### src/rtl/ahb_bus_arbiter.sv
// Two-master AHB arbiter: bus_req/bus_ack grant FSM, address/control mux, response gating.
// Optional ARB_RR_EN selects round-robin tie-break (and lets master 0 be preempted too).
module ahb_bus_arbiter #(
    parameter int BUS_ADDR   = 24,
    parameter int MAX_TENURE = 64
) (
    input  logic                clk,
    input  logic                hreset_n,
    input  logic                m0_bus_req,
    output logic                m0_bus_ack,
    input  logic [BUS_ADDR-1:0] m0_haddr,
    input  logic                m0_hwrite,
    input  logic                m0_hburst,
    input  logic                m0_htrans,
    input  logic [7:0]          m0_hwdata,
    output logic                m0_hready,
    output logic                m0_hresp,
    output logic [7:0]          m0_hrdata,
    input  logic                m1_bus_req,
    output logic                m1_bus_ack,
    input  logic [BUS_ADDR-1:0] m1_haddr,
    input  logic                m1_hwrite,
    input  logic                m1_hburst,
    input  logic                m1_htrans,
    input  logic [7:0]          m1_hwdata,
    output logic                m1_hready,
    output logic                m1_hresp,
    output logic [7:0]          m1_hrdata,
    output logic [BUS_ADDR-1:0] haddr,
    output logic                hwrite,
    output logic                hburst,
    output logic                htrans,
    output logic [7:0]          hwdata,
    input  logic                hready,
    input  logic                hresp,
    input  logic [7:0]          hrdata
);
    typedef enum logic [2:0] {IDLE, OWN0, OWN1, DRAIN0, DRAIN1} state_t;

    localparam logic [15:0] TEN_LIM = 16'(MAX_TENURE);

    state_t      state, state_nxt;
    logic [15:0] tenure;
    logic        sel0, sel1, quiet, hit, pre0, pre1, pick1;

    assign sel0       = (state == OWN0) || (state == DRAIN0);
    assign sel1       = (state == OWN1) || (state == DRAIN1);
    assign m0_bus_ack = (state == OWN0);
    assign m1_bus_ack = (state == OWN1);

    always_comb begin
        haddr  = '0;
        hwrite = 1'b0;
        hburst = 1'b0;
        htrans = 1'b0;
        hwdata = '0;
        if (sel0) begin
            haddr  = m0_haddr;
            hwrite = m0_hwrite;
            hburst = m0_hburst;
            htrans = m0_htrans;
            hwdata = m0_hwdata;
        end else if (sel1) begin
            haddr  = m1_haddr;
            hwrite = m1_hwrite;
            hburst = m1_hburst;
            htrans = m1_htrans;
            hwdata = m1_hwdata;
        end
    end

    // A non-owner never sees a completed beat or an error.
    assign m0_hready = sel0 & hready;
    assign m1_hready = sel1 & hready;
    assign m0_hresp  = sel0 & hresp;
    assign m1_hresp  = sel1 & hresp;
    assign m0_hrdata = hrdata;
    assign m1_hrdata = hrdata;

    // Also covers bursts: the final beat is the first htrans=0 with hready=1.
    assign quiet = !htrans && hready;
    assign hit   = (MAX_TENURE != 0) && (tenure >= TEN_LIM);
    assign pre1  = hit && m0_bus_req;

`ifdef ARB_RR_EN
    logic last;
    assign pick1 = !last;
    assign pre0  = hit && m1_bus_req;

    always_ff @(posedge clk or negedge hreset_n) begin
        if (!hreset_n)
            last <= 1'b1;
        else if (state_nxt != state && state_nxt == OWN0)
            last <= 1'b0;
        else if (state_nxt != state && state_nxt == OWN1)
            last <= 1'b1;
    end
`else
    assign pick1 = 1'b0;
    assign pre0  = 1'b0;
`endif

    always_comb begin
        state_nxt = state;
        case (state)
            IDLE: begin
                if (m0_bus_req && m1_bus_req) state_nxt = pick1 ? OWN1 : OWN0;
                else if (m0_bus_req)          state_nxt = OWN0;
                else if (m1_bus_req)          state_nxt = OWN1;
            end
            OWN0: if (!m0_bus_req || pre0) state_nxt = DRAIN0;
            OWN1: if (!m1_bus_req || pre1) state_nxt = DRAIN1;
            DRAIN0: begin
                if (quiet) begin
                    if (m1_bus_req)      state_nxt = OWN1;
                    else if (m0_bus_req) state_nxt = OWN0;
                    else                 state_nxt = IDLE;
                end
            end
            DRAIN1: begin
                if (quiet) begin
                    if (m0_bus_req)      state_nxt = OWN0;
                    else if (m1_bus_req) state_nxt = OWN1;
                    else                 state_nxt = IDLE;
                end
            end
            default: state_nxt = IDLE;
        endcase
    end

    always_ff @(posedge clk or negedge hreset_n) begin
        if (!hreset_n) begin
            state  <= IDLE;
            tenure <= '0;
        end else begin
            state <= state_nxt;
            if ((state_nxt == OWN0 || state_nxt == OWN1) && state_nxt != state)
                tenure <= '0;
            else if (((state == OWN0 && m1_bus_req) || (state == OWN1 && m0_bus_req))
                     && tenure != 16'hFFFF)
                tenure <= tenure + 16'd1;
        end
    end
endmodule

### config.mk
export PLATFORM = sky130hd
export DESIGN_NAME = ahb_bus_arbiter
export DESIGN_NICKNAME = d
export VERILOG_FILES = /design/src/rtl/ahb_bus_arbiter.sv
export SDC_FILE = /design/constraint.sdc
export NUM_CORES = 1
export LEC_CHECK = 0
export ABC_AREA = 1
export BUFFER_PORTS_ARGS = -buffer_cell sky130_fd_sc_hd__buf_2
export CAP_MARGIN = 20
export CORE_AREA = 2 2 71 73
export DETAILED_ROUTE_END_ITERATION = 8
export DIE_AREA = 0 0 73 75
export GPL_TIMING_DRIVEN = 0
export HOLD_SLACK_MARGIN = 0.03
export PLACE_DENSITY = 0.87
export SYNTH_ARGS = -nofsm -noshare
export SYNTH_HDL_FRONTEND = slang
export SYNTH_SLANG_ARGS = --single-unit
export TNS_END_PERCENT = 10
### constraint.sdc
create_clock -name clk -period 1.85 [get_ports clk]
set_input_delay 0.2775 -clock clk [delete_from_list [all_inputs] [get_ports clk]]
set_output_delay 0.2775 -clock clk [all_outputs]
set_load 0.1 [all_outputs]
=== Word level (Yosys, flattened, before mapping) ===
Index checks and enable logic that the tools add are counted.

* Bits of input ports: 84
* Bits in registers: 19
* Word-level logic and storage cells: 56
* Output and inout bits: 57

* Multiplexer cells: 24
* Reduce and logical (&&, ||, !) cells: 16
* Order comparisons: 1
* Bitwise operators: 4
* Add/subtract/negate cells: 1
* Equality and inequality tests: 8

{| class="wikitable"
|+ Operators with widths
! operator !! number
|-
| 24-bit 2-to-1 mux || 2
|-
| 16-bit 2-to-1 mux || 2
|-
| 3-bit 2-to-1 mux || 7
|-
| 16-bit by 1-bit adder with 16-bit output, second input constant || 1
|-
| 16-bit by 7-bit greater-or-equal comparator with 1-bit output, second input constant || 1
|-
| 8-bit 2-to-1 mux || 2
|-
| 16-bit inequality test, second input constant || 1
|-
| 3-bit one-hot mux with 5 select lines || 1
|-
| 3-bit by 2-bit == test with 1-bit output, second input constant || 3
|-
| 1-bit logical AND || 7
|-
| 1-bit 2-to-1 mux || 7
|-
| 3-bit by 1-bit == test with 1-bit output, second input constant || 2
|-
| 2-bit 2-to-1 mux || 3
|-
| 1-bit logical OR || 5
|-
| 1-bit bitwise AND || 4
|-
| 3-bit == test, second input constant || 1
|-
| 3-bit zero test || 1
|-
| 3-bit inequality test || 1
|-
| 1-bit zero test || 2
|-
| 2-bit nonzero test || 1
|}

=== Depth between registers and ports, before layout ===
Gate-level depths: netlist (run 1).

* Depth in word-level cells: 12
* Mapped depth: 13
* Mapped depth without buffers: 12

=== Worst setup path after synthesis (run 1) ===
No wires, ideal clock.

* Path kind: register to output
* Start: register state[1]
* End: output port m1_hready
* Stages on the path, launching flop included: 7
* Path buffers: 1
* Required time: 1.572 ns
* Slack: -0.797 ns
* Arrival time: 2.370 ns
* Cell sequence: dfrtp_1 -> inv_2 -> nand3_2 -> nand2_4 -> clkbuf_1 -> inv_1 -> nor2_1

* Longest elaborated chain between the ends: 3
* Elaborated cells on any way between the ends: 4
* Those cells by class: eq/ne: 2; bitwise: 1; reduce/logical: 1

{| class="wikitable"
|+ Ends and longest elaborated chain
! element !! RTL line !! text
|-
| start: declaration || 42 || <nowiki>state_t state, state_nxt;</nowiki>
|-
| start signal: assignment || 136 || <nowiki>state <= state_nxt;</nowiki>
|-
| 3-bit by 2-bit == test with 1-bit output / 3-bit == test (equally long branches) || 47 || <nowiki>assign sel1 = (state == OWN1) || (state == DRAIN1);</nowiki>
|-
| 1-bit logical OR (*) || 47 ||
|-
| 1-bit bitwise AND (*) || 74 || <nowiki>assign m1_hready = sel1 & hready;</nowiki>
|-
| end: declaration || 26 || <nowiki>output logic m1_hready,</nowiki>
|}

Every way passes the cells marked *; elsewhere a longest branch is shown, timed or not.

=== Final worst setup path (run 1) ===
* Start: register state[0]
* End: output port haddr[3]

* Longest elaborated chain between the ends: 4
* Elaborated cells on any way between the ends: 8
* Those cells by class: eq/ne: 4; mux: 2; reduce/logical: 2

{| class="wikitable"
|+ Ends and longest elaborated chain
! element !! RTL line !! text
|-
| 3-bit by 2-bit == test with 1-bit output / 3-bit == test (equally long branches) || 47 ||
|-
| 1-bit logical OR || 47 ||
|-
| 24-bit 2-to-1 mux || 63 || <nowiki>end else if (sel1) begin</nowiki>
|-
| 24-bit 2-to-1 mux (*) || 57 || <nowiki>if (sel0) begin</nowiki>
|-
| end: declaration || 29 || <nowiki>output logic [BUS_ADDR-1:0] haddr,</nowiki>
|}

Marks and branches as above.

==> impl_metrics.env, run 1 <==
export IMPL_status="complete, but fails checks"
export IMPL_violations="setup timing"
export IMPL_crit_path_end_kind="primary output"
export IMPL_pre_cts_ws_ns=-0.330
export IMPL_cp_max_fo=10
export IMPL_cp_slowest_cell="dfrtp_1"
export IMPL_min_path_type="primary input to register"
export IMPL_design_area_um2=3680
export IMPL_ys_seq_area_frac=0.255
export IMPL_viasPerCell=5.62
export IMPL_remaining_drc_errors=0
export IMPL_final_util=0.790
export IMPL_die_y_um=75
export IMPL_synth_top_cell_area_share=0.255
export IMPL_grtUsageTotal=0.284
export IMPL_wl_um=9340
export IMPL_ys_warnings_count=0
export IMPL_gp_congestion=0.933
export IMPL_synth_cells=243
export IMPL_final_max_slew_viol_count=0
export IMPL_overflow=0
export IMPL_max_freq_ghz=0.515
export IMPL_synth_edff_count=0
export IMPL_r2r_start="state[1]"
export IMPL_arrival_ns=1.67
export IMPL_avgSynthCellArea_um2=7.67
export IMPL_netlist_area_um2=1860
export IMPL_post_drt_wl_per_cell_um=20.6
export IMPL_core_area_um2=4660
export IMPL_layout_drive_gt1_share=0.655
export IMPL_slew_headroom=0.675
export IMPL_drv_cap=0
export IMPL_detailedPlacementHpwl_um=5040
export IMPL_antenna_found_initial=0
export IMPL_worst_ep_required_time_ns=1.57
export IMPL_async_reset_ff_frac=1.00
export IMPL_insertion_delay_ns=0.26
export IMPL_worstHoldStart="hready"
export IMPL_die_area_um2=5480
export IMPL_final_nets=487
export IMPL_crit_path_start_kind="register"
export IMPL_ys_ff_latch=19
export IMPL_tritoncts="done"
export IMPL_io_buffers=132
export IMPL_drt_pass1_iter_count=4
export IMPL_cts_clk_slew_worst_paths_ns=0.07
export IMPL_grt_start_max_net_pins=20
export IMPL_setup_viol=49
export IMPL_clockBufferDepth=2
export IMPL_finalCritPeriodShare=1.05
export IMPL_ys_top_cells_by_area="dfrtp_1, a22o_1, nand2_1"
export IMPL_dpl_instance_area_um2=2690
export IMPL_yosysMostFrequentCell="nand2_1"
export IMPL_synth_nets=329
export IMPL_yosys_top_cells_count="nand2_1, a22o_1, nor2_1"
export IMPL_drtAntennaViolNets=0
export IMPL_grt_pass1_vias=2464
export IMPL_ys_flop_type="dfrtp_1"
export IMPL_multi_input_area_um2=1320
export IMPL_seq_area_um2=477
export IMPL_finClkSkew_ns=0.00126
export IMPL_start_util=0.400
export IMPL_fillerInstances=259
export IMPL_rr_endpoint="tenure[13]"
export IMPL_synth_distinct_cells=29
export IMPL_rr_worst_depth=13
export IMPL_critPathMaxStageDelay_ns=0.40
export IMPL_h_tree_depth=1
export IMPL_finalHoldViolations=0
export IMPL_layout_setup_ws_ns=-0.0933
export IMPL_ios=141
export IMPL_min_path_cells=3
export IMPL_path_cells="inv_4, nor2_4, buf_8, clkbuf_8, a22o_2, buf_12"
export IMPL_whs_endpoint="state[0]"
export IMPL_clock_sinks=19
export IMPL_rows=25
export IMPL_rsz0062_at_grt="yes"
export IMPL_fin_crit_ns=1.94
export IMPL_num_vias=2551
export IMPL_synth_top_cell_by_area="dfrtp_1"
export IMPL_syn2layout_area_growth_pct=97.6
export IMPL_antenna_cells=0
export IMPL_grt_pass1_wl_um=12000
export IMPL_drt_iter0_markers=174
export IMPL_reg2reg_slack_ns=-0.08
export IMPL_die_x_um=73
export IMPL_critPathKind="register to primary output"
export IMPL_root_buffer="clkbuf_8"
export IMPL_cts_buffers_inserted=3
export IMPL_tightest_slew_ns=0.491
==> cell usage in the layout, fill, tap and decap left out, types with 10 or more instances in the layout <==
cell type / Yosys / final
nand4_1: 10 / 10
nand2_1: 43 / 40
inv_1: 24 / 20
a22o_2: 0 / 25
nor2_1: 27 / 19
buf_2: 0 / 93
dfrtp_1: 19 / 18
nor2_4: 11 / 16
buf_12: 1 / 39
buf_4: 16 / 34
==> flip-flops by register name, indices dropped and copies added, names as in the netlist <==
signal / count
tenure: 16
state: 3
==> worst max-delay path by stage <==
stage	endpoint	cells past startpoint	startpoint
floorplan	tenure[12]	11	state[0]
global placement	haddr[6]	6	state[1]
detailed placement	haddr[6]	6	state[1]
CTS	haddr[2]	6	state[2]
global route	tenure[13]	13	state[2]
finish	haddr[3]	6	state[0]
==> layer usage <==
metal,wire (µm),up-vias,track usage
met1,3040,1191,0.285
met4,630,0,0.160
li1,-,1125,-
met3,879,54,0.0924
met5,0,-,0
met2,4780,181,0.519
==> critical path, delay by kind of cell, from the launching register on <==
kind	cells	cell delay [ns]
flip-flops	1	0.40
AND/OR/NAND/NOR	1	0.07
buffers and inverters	4	0.62
AO/OA/AOI/OAI	1	0.30
==> kinds of logic (layout without fill, tap and decap cells) <==
group                    Yosys count  in the layout  share of synthesized area
AO/OA/AOI/OAI                     48             48                      0.206
XOR/XNOR                           8              8                     0.0376
flip-flops                        19             19                      0.255
AND/OR/NAND/NOR                  113            114                      0.336
buffers and inverters             53            209                      0.152
adder cells (fa/ha/maj)            2              2                     0.0134
==> timing repair <==
action,CTS,global route
hold buffers,1,0
buffers inserted,3,15
pin swaps,5,10
endpoints found under the hold margin,19,0
resized for setup,162,37
endpoints found under the setup margin,40,55
gates cloned,1,1
==> through the flow <==
stage | cells | setup TNS, ns | hold slack, ns
floorplan | 243 | -1.57 | -0.0181
global placement | 429 | -5.66 | 0.233
detailed placement | 429 | -6.36 | 0.237
CTS | 438 | -1.27 | 0.415
global route | 454 | -6.57 | 0.455
finish | 454 | -2.80 | 0.457
==> area by class of cell <==
type                    instances  area share
clock buffers                   4      0.0122
multi-input cells             172       0.358
inverters                      29      0.0337
plain buffers                  24      0.0656
repair buffers                152       0.382
flip-flops and latches         19       0.130
well taps                      54      0.0184
Power of run 1 is not shown: default switching activity piles up to over one toggle a cycle in this logic, so the estimate is an artifact.
==> inputs of run 2 (changes only) <==
CORE_AREA = 2 2 73 75   (was 2 2 71 73)
DIE_AREA = 0 0 75 77   (was 0 0 73 75)
PLACE_DENSITY = 0.83   (was 0.87)
==> impl_metrics.env, run 2 (synthesis results as in run 1) <==
export IMPL_cts_buffers_inserted=3
export IMPL_worst_path_stages=6
export IMPL_finalCritPeriodShare=1.05
export IMPL_rr_endpoint="tenure[11]"
export IMPL_regMostFlops="tenure"
export IMPL_syn2layout_area_growth_pct=82.3
export IMPL_setup_viol=31
export IMPL_crit_buf_inv=3
export IMPL_fin_crit_ns=1.94
export IMPL_overflow=0
export IMPL_grt_pass1_wl_um=10700
export IMPL_crit_top_cell="buf_6"
export IMPL_drv_cap=0
export IMPL_core_area_um2=4980
export IMPL_layout_setup_ws_ns=-0.0884
export IMPL_min_path_type="primary input to register"
export IMPL_remaining_drc_errors=0
export IMPL_finClkSkew_ns=0.00205
export IMPL_start_util=0.374
export IMPL_crit_path_end_kind="primary output"
export IMPL_tritoncts="done"
export IMPL_max_freq_ghz=0.516
export IMPL_mostFrequentLayoutCell="buf_2"
export IMPL_final_nets=473
export IMPL_critPathTopFamily="buffers and inverters"
export IMPL_rr_worst_depth=12
export IMPL_post_drt_wl_per_cell_um=16.0
export IMPL_detailedPlacementHpwl_um=5210
export IMPL_drt_pass1_iter_count=4
export IMPL_root_buffer="clkbuf_8"
export IMPL_tightest_slew_ns=0.497
export IMPL_drt_iter0_markers=140
export IMPL_antenna_found_initial=0
export IMPL_ios=141
export IMPL_wl_um=7330
export IMPL_die_area_um2=5780
export IMPL_grtUsageTotal=0.240
export IMPL_cp_max_fo=10
export IMPL_clockBufferDepth=2
export IMPL_viasPerCell=5.00
export IMPL_h_tree_depth=1
export IMPL_grt_start_max_net_pins=20
export IMPL_final_cell_mix="buf_2, nand2_1, a22o_2, buf_8"
export IMPL_reg2reg_slack_ns=0.02
export IMPL_layout_drive_gt1_share=0.627
export IMPL_violations="setup timing"
export IMPL_rsz0062_at_grt="yes"
export IMPL_critPathKind="register to primary output"
export IMPL_critPathCapture="haddr[2]"
export IMPL_gp_congestion=0.887
export IMPL_cp_slowest_cell="dfrtp_2"
export IMPL_die_x_um=75
export IMPL_slew_headroom=0.671
export IMPL_worst_ep_required_time_ns=1.57
export IMPL_seq_area_um2=477
export IMPL_arrival_ns=1.66
export IMPL_rows=26
export IMPL_final_max_slew_viol_count=0
export IMPL_reg_largest_list="tenure (16), state (3)"
export IMPL_status="complete, but fails checks"
export IMPL_cts_clk_slew_worst_paths_ns=0.07
export IMPL_path_cells="buf_6, nand3_4, nand2_8, buf_6, a22o_2, buf_12"
export IMPL_fillerInstances=361
export IMPL_io_buffers=132
export IMPL_multi_input_area_um2=1260
export IMPL_crit_path_start_kind="register"
export IMPL_num_vias=2291
export IMPL_critPathLaunch="state[2]"
export IMPL_hold_slack_ns=0.398
export IMPL_grt_pass1_vias=2346
export IMPL_insertion_delay_ns=0.26
export IMPL_critPathMaxStageDelay_ns=0.46
export IMPL_die_y_um=77
export IMPL_drtAntennaViolNets=0
export IMPL_finalHoldViolations=0
export IMPL_largest_reg_flops=16
export IMPL_clock_sinks=19
export IMPL_r2r_start="state[2]"
-- run 2: cell types whose count changed in the layout (fill, tap and decap cells not counted), moves of 2 or more --
cell      delta
buf_12      -25
buf_8       +18
buf_4       -14
buf_6        +9
clkbuf_8     -3
diode_2      +2
nor2_1       +2
nor2_2       -2
o21ai_0      -2
o21ai_1      +2
-- run 2: area by class of cell --
class,count,share of cell area
sequential,19,0.140
clock buffer,4,0.0133
tap,70,0.0258
timing repair buffer,138,0.342
multi-input combinational,172,0.371
antenna,2,0.00147
inverter,29,0.0357
buffer,24,0.0707
-- run 2: worst min-delay path by stage --
stage,startpoint,end,slack [ns],cells after the start
floorplan,hreset_n,state[0],-0.02,0
global placement,hreset_n,tenure[6],0.24,1
detailed placement,hreset_n,tenure[6],0.23,1
CTS,hready,state[1],0.38,4
global route,hready,state[1],0.41,4
finish,hready,state[1],0.40,4
-- run 2: tightest hold or removal path, delay by kind of cell --
family,cells,cell delay [ns]
simple gates,3,0.21
buf+inv,1,0.13
-- run 2: stage by stage --
stage                     cells  setup TNS [ns]  instance area (µm²)  setup slack (ns)  utilization
after floorplan             243           -1.57                 1970            -0.136            -
after global placement      445           -5.83                 2710            -0.295        0.545
after detailed placement    445           -5.75                 2710            -0.269        0.545
after CTS                   452           -3.24                 3150            -0.124        0.632
after global routing        456           -4.64                 3390            -0.153        0.681
final                       458           -2.02                 3400           -0.0884        0.683
-- run 2: timing repair --
| action | in CTS | in global routing |
|---|---|---|
| hold buffers | 1 | 0 |
| hold endpoints to repair | 19 | 0 |
| pin swaps | 5 | 3 |
| setup buffers | 1 | 3 |
| cloned | 1 | 1 |
| endpoints found under the setup margin | 40 | 51 |
| gates resized for setup | 109 | 56 |
-- run 2: per-layer routing --
| metal | GRT usage | part of all wire | up-vias | routed length [µm] |
|---|---|---|---|---|
| met2 | 0.379 | 0.47 | 127 | 3440 |
| met3 | 0.0828 | 0.10 | 29 | 755 |
| li1 | - | - | 1094 | - |
| met4 | 0.0911 | 0.039 | 0 | 289 |
| met5 | 0 | 0 | - | 0 |
| met1 | 0.295 | 0.39 | 1041 | 2840 |
Power of run 2 is left out for the same reason.
==> inputs of run 3 (changes only) <==
ABC_AREA = 0   (was 1)
CAP_MARGIN = 40   (was 20)
CORE_AREA = 2 2 69 71   (was 2 2 73 75)
DIE_AREA = 0 0 71 73   (was 0 0 75 77)
PLACE_DENSITY = 0.87   (was 0.83)
==> impl_metrics.env, run 3 <==
export IMPL_final_cell_mix="buf_2, buf_12, buf_4, a22o_4, nor2_1"
export IMPL_slew_headroom=0.663
export IMPL_whs_endpoint="state[1]"
export IMPL_netlist_area_um2=1690
export IMPL_setup_viol=46
export IMPL_synth_nets=281
export IMPL_worst_path_stages=6
export IMPL_grt_pass1_vias=2214
export IMPL_grtUsageTotal=0.289
export IMPL_yosys_top_cells_count="a22o_1, nor2_1, dfrtp_1"
export IMPL_final_max_slew_viol_count=0
export IMPL_yosysMostFrequentCell="a22o_1"
export IMPL_die_x_um=71
export IMPL_reg2reg_slack_ns=-0.10
export IMPL_fin_cells=399
export IMPL_placedCellCount=381
export IMPL_critPathTopFamily="buffers and inverters"
export IMPL_crit_buf_inv=4
export IMPL_overflow=0
export IMPL_wl_um=9280
export IMPL_grt_pass1_wl_um=11500
export IMPL_syn2layout_area_growth_pct=112
export IMPL_tightest_slew_ns=0.509
export IMPL_multi_input_area_um2=1290
export IMPL_arrival_ns=1.79
export IMPL_fillerInstances=278
export IMPL_power_leakage_nw=1.75
export IMPL_cp_slowest_cell="dfrtp_1"
export IMPL_remaining_drc_errors=0
export IMPL_ys_seq_area_frac=0.281
export IMPL_h_tree_depth=1
export IMPL_critPathMaxStageDelay_ns=0.40
export IMPL_drtAntennaViolNets=0
export IMPL_viasPerCell=5.88
export IMPL_powerDensity_nw_per_um2=2240
export IMPL_mostFrequentLayoutCell="buf_2"
export IMPL_finalHoldViolations=0
export IMPL_largest_reg_flops=16
export IMPL_clock_sinks=19
export IMPL_fin_crit_ns=2.07
export IMPL_total_power_mw=8.08
export IMPL_root_buffer="clkbuf_8"
export IMPL_reg_largest_list="tenure (16), state (3)"
export IMPL_finalCritPeriodShare=1.12
export IMPL_final_nets=431
export IMPL_min_path_type="primary input to register"
export IMPL_status="complete, but fails checks"
export IMPL_cts_buffers_inserted=3
export IMPL_avgSynthCellArea_um2=8.69
export IMPL_tritoncts="done"
export IMPL_finClkSkew_ns=0.00673
export IMPL_ios=141
export IMPL_rr_endpoint="tenure[14]"
export IMPL_peakVddDrop_mv=1.49
export IMPL_rsz0062_at_grt="yes"
export IMPL_io_buffers=132
export IMPL_clockBufferDepth=2
export IMPL_ys_top_cells_by_area="dfrtp_1, a22o_1, buf_4"
export IMPL_die_area_um2=5180
export IMPL_gp_congestion=0.833
export IMPL_cp_max_fo=10
export IMPL_synth_top_cell_area_share=0.281
export IMPL_num_vias=2348
export IMPL_rows=25
export IMPL_crit_top_cell="clkbuf_8"
export IMPL_ys_ff_latch=19
export IMPL_start_util=0.374
export IMPL_drt_iter0_markers=114
export IMPL_min_path_cells=3
export IMPL_regMostFlops="tenure"
export IMPL_async_reset_ff_frac=1.00
export IMPL_die_y_um=73
export IMPL_worst_ep_required_time_ns=1.57
export IMPL_detailedPlacementHpwl_um=4830
export IMPL_path_cells="buf_6, nor2b_1, clkbuf_8, clkbuf_8, a22o_2, buf_12"
export IMPL_drv_cap=0
export IMPL_insertion_delay_ns=0.27
export IMPL_synth_top_cell_by_area="dfrtp_1"
export IMPL_rr_worst_depth=7
export IMPL_ys_warnings_count=0
export IMPL_core_area_um2=4540
export IMPL_ys_flop_type="dfrtp_1"
export IMPL_max_freq_ghz=0.483
export IMPL_violations="setup timing"
export IMPL_critPathKind="register to primary output"
export IMPL_seq_area_um2=479
export IMPL_drt_pass1_iter_count=4
export IMPL_crit_path_end_kind="primary output"
export IMPL_antenna_found_initial=0
export IMPL_synth_edff_count=0
export IMPL_worstHoldStart="m1_bus_req"
export IMPL_post_drt_wl_per_cell_um=23.3
export IMPL_r2r_start="state[0]"
export IMPL_crit_path_start_kind="register"
export IMPL_layout_drive_gt1_share=0.666
export IMPL_layout_setup_ws_ns=-0.220
export IMPL_cts_clk_slew_worst_paths_ns=0.08
export IMPL_synth_cells=195
export IMPL_synth_distinct_cells=43
export IMPL_grt_start_max_net_pins=20
-- run 3: changes by cell type after synthesis, moves of 7 or more --
cell	previous run	this run
xnor2_1	2	11
nand2_1	43	8
nand4_1	10	2
nor2_4	11	0
inv_1	24	7
nor2_1	27	20
a211oi_1	0	7
-- run 3: metrics by stage --
step	hold WS (ns)	util	setup TNS, ns	area [µm²]	setup slack [ns]
after floorplan	-0.0181	-	-4.90	1760	-0.313
after global placement	0.239	0.550	-13.93	2490	-0.431
after detailed placement	0.248	0.550	-15.09	2490	-0.494
after CTS	0.330	0.739	-3.62	3350	-0.125
after global routing	0.360	0.793	-9.10	3600	-0.261
final	0.367	0.793	-7.05	3600	-0.220
-- run 3: where the power goes --
| group | total, mW | switching (mW) | internal, mW |
|---|---|---|---|
| Combinational | 7.22 | 4.53 | 2.69 |
| Clock | 0.304 | 0.150 | 0.154 |
| Sequential | 0.553 | 0.0784 | 0.475 |
-- run 3: worst reg2reg max path, stage by stage, from the launching register on --
cell and delay (ns):
dfrtp_1 0.41, buf_6 0.14, buf_4 0.16, and4bb_2 0.34, o2111ai_1 0.27, nor3b_2 0.28
xnor2_1 0.16, nor2_1 0.07
-- run 3: per-layer routing --
metal	GRT usage	share of wire	vias up
met1	0.325	0.32	1134
li1	-	-	1008
met3	0.0663	0.084	43
met5	0	0	-
met4	0.136	0.057	0
met2	0.518	0.54	163
-- run 3: layout make-up --
type | count | share of cell area
multi-input combinational | 141 | 0.358
tap | 54 | 0.0188
sequential | 19 | 0.133
antenna | 1 | 0.000695
buffer | 27 | 0.0744
inverter | 7 | 0.00730
timing repair buffer | 146 | 0.395
clock buffer | 4 | 0.0125
-- run 3: how the worst max path moves through the flow --
stage / from / to / slack (ns)
after floorplan: state[2] / m0_bus_ack / -0.31
after detailed placement: state[0] / m0_hresp / -0.49
final: state[0] / haddr[2] / -0.22
after global placement: state[2] / hwdata[4] / -0.43
after global routing: state[2] / haddr[1] / -0.26
after CTS: state[1] / haddr[1] / -0.12
-- run 3: logic make-up (layout without fill, tap and decap cells) --
| family | count (synthesis) | after routing | share of synthesized area |
|---|---|---|---|
| AND/OR/NAND/NOR | 66 | 66 | 0.216 |
| AO/OA/AOI/OAI | 60 | 60 | 0.295 |
| buffers and inverters | 35 | 184 | 0.125 |
| flip-flops | 19 | 19 | 0.281 |
| XOR/XNOR | 11 | 11 | 0.0569 |
| adder cells (fa/ha/maj) | 2 | 2 | 0.0148 |
| multiplexers | 2 | 2 | 0.0118 |
| other | 0 | 1 | 0 |
-- run 3: timing repair --
item | CTS | global route
cloned | 1 | 2
buffers inserted | 8 | 2
endpoints found under the setup margin | 40 | 58
hold buffers | 1 | 0
endpoints found under the hold margin | 19 | 0
gates resized for setup | 191 | 40
pin swaps | 7 | 26
(Power assumes the default switching activity.)
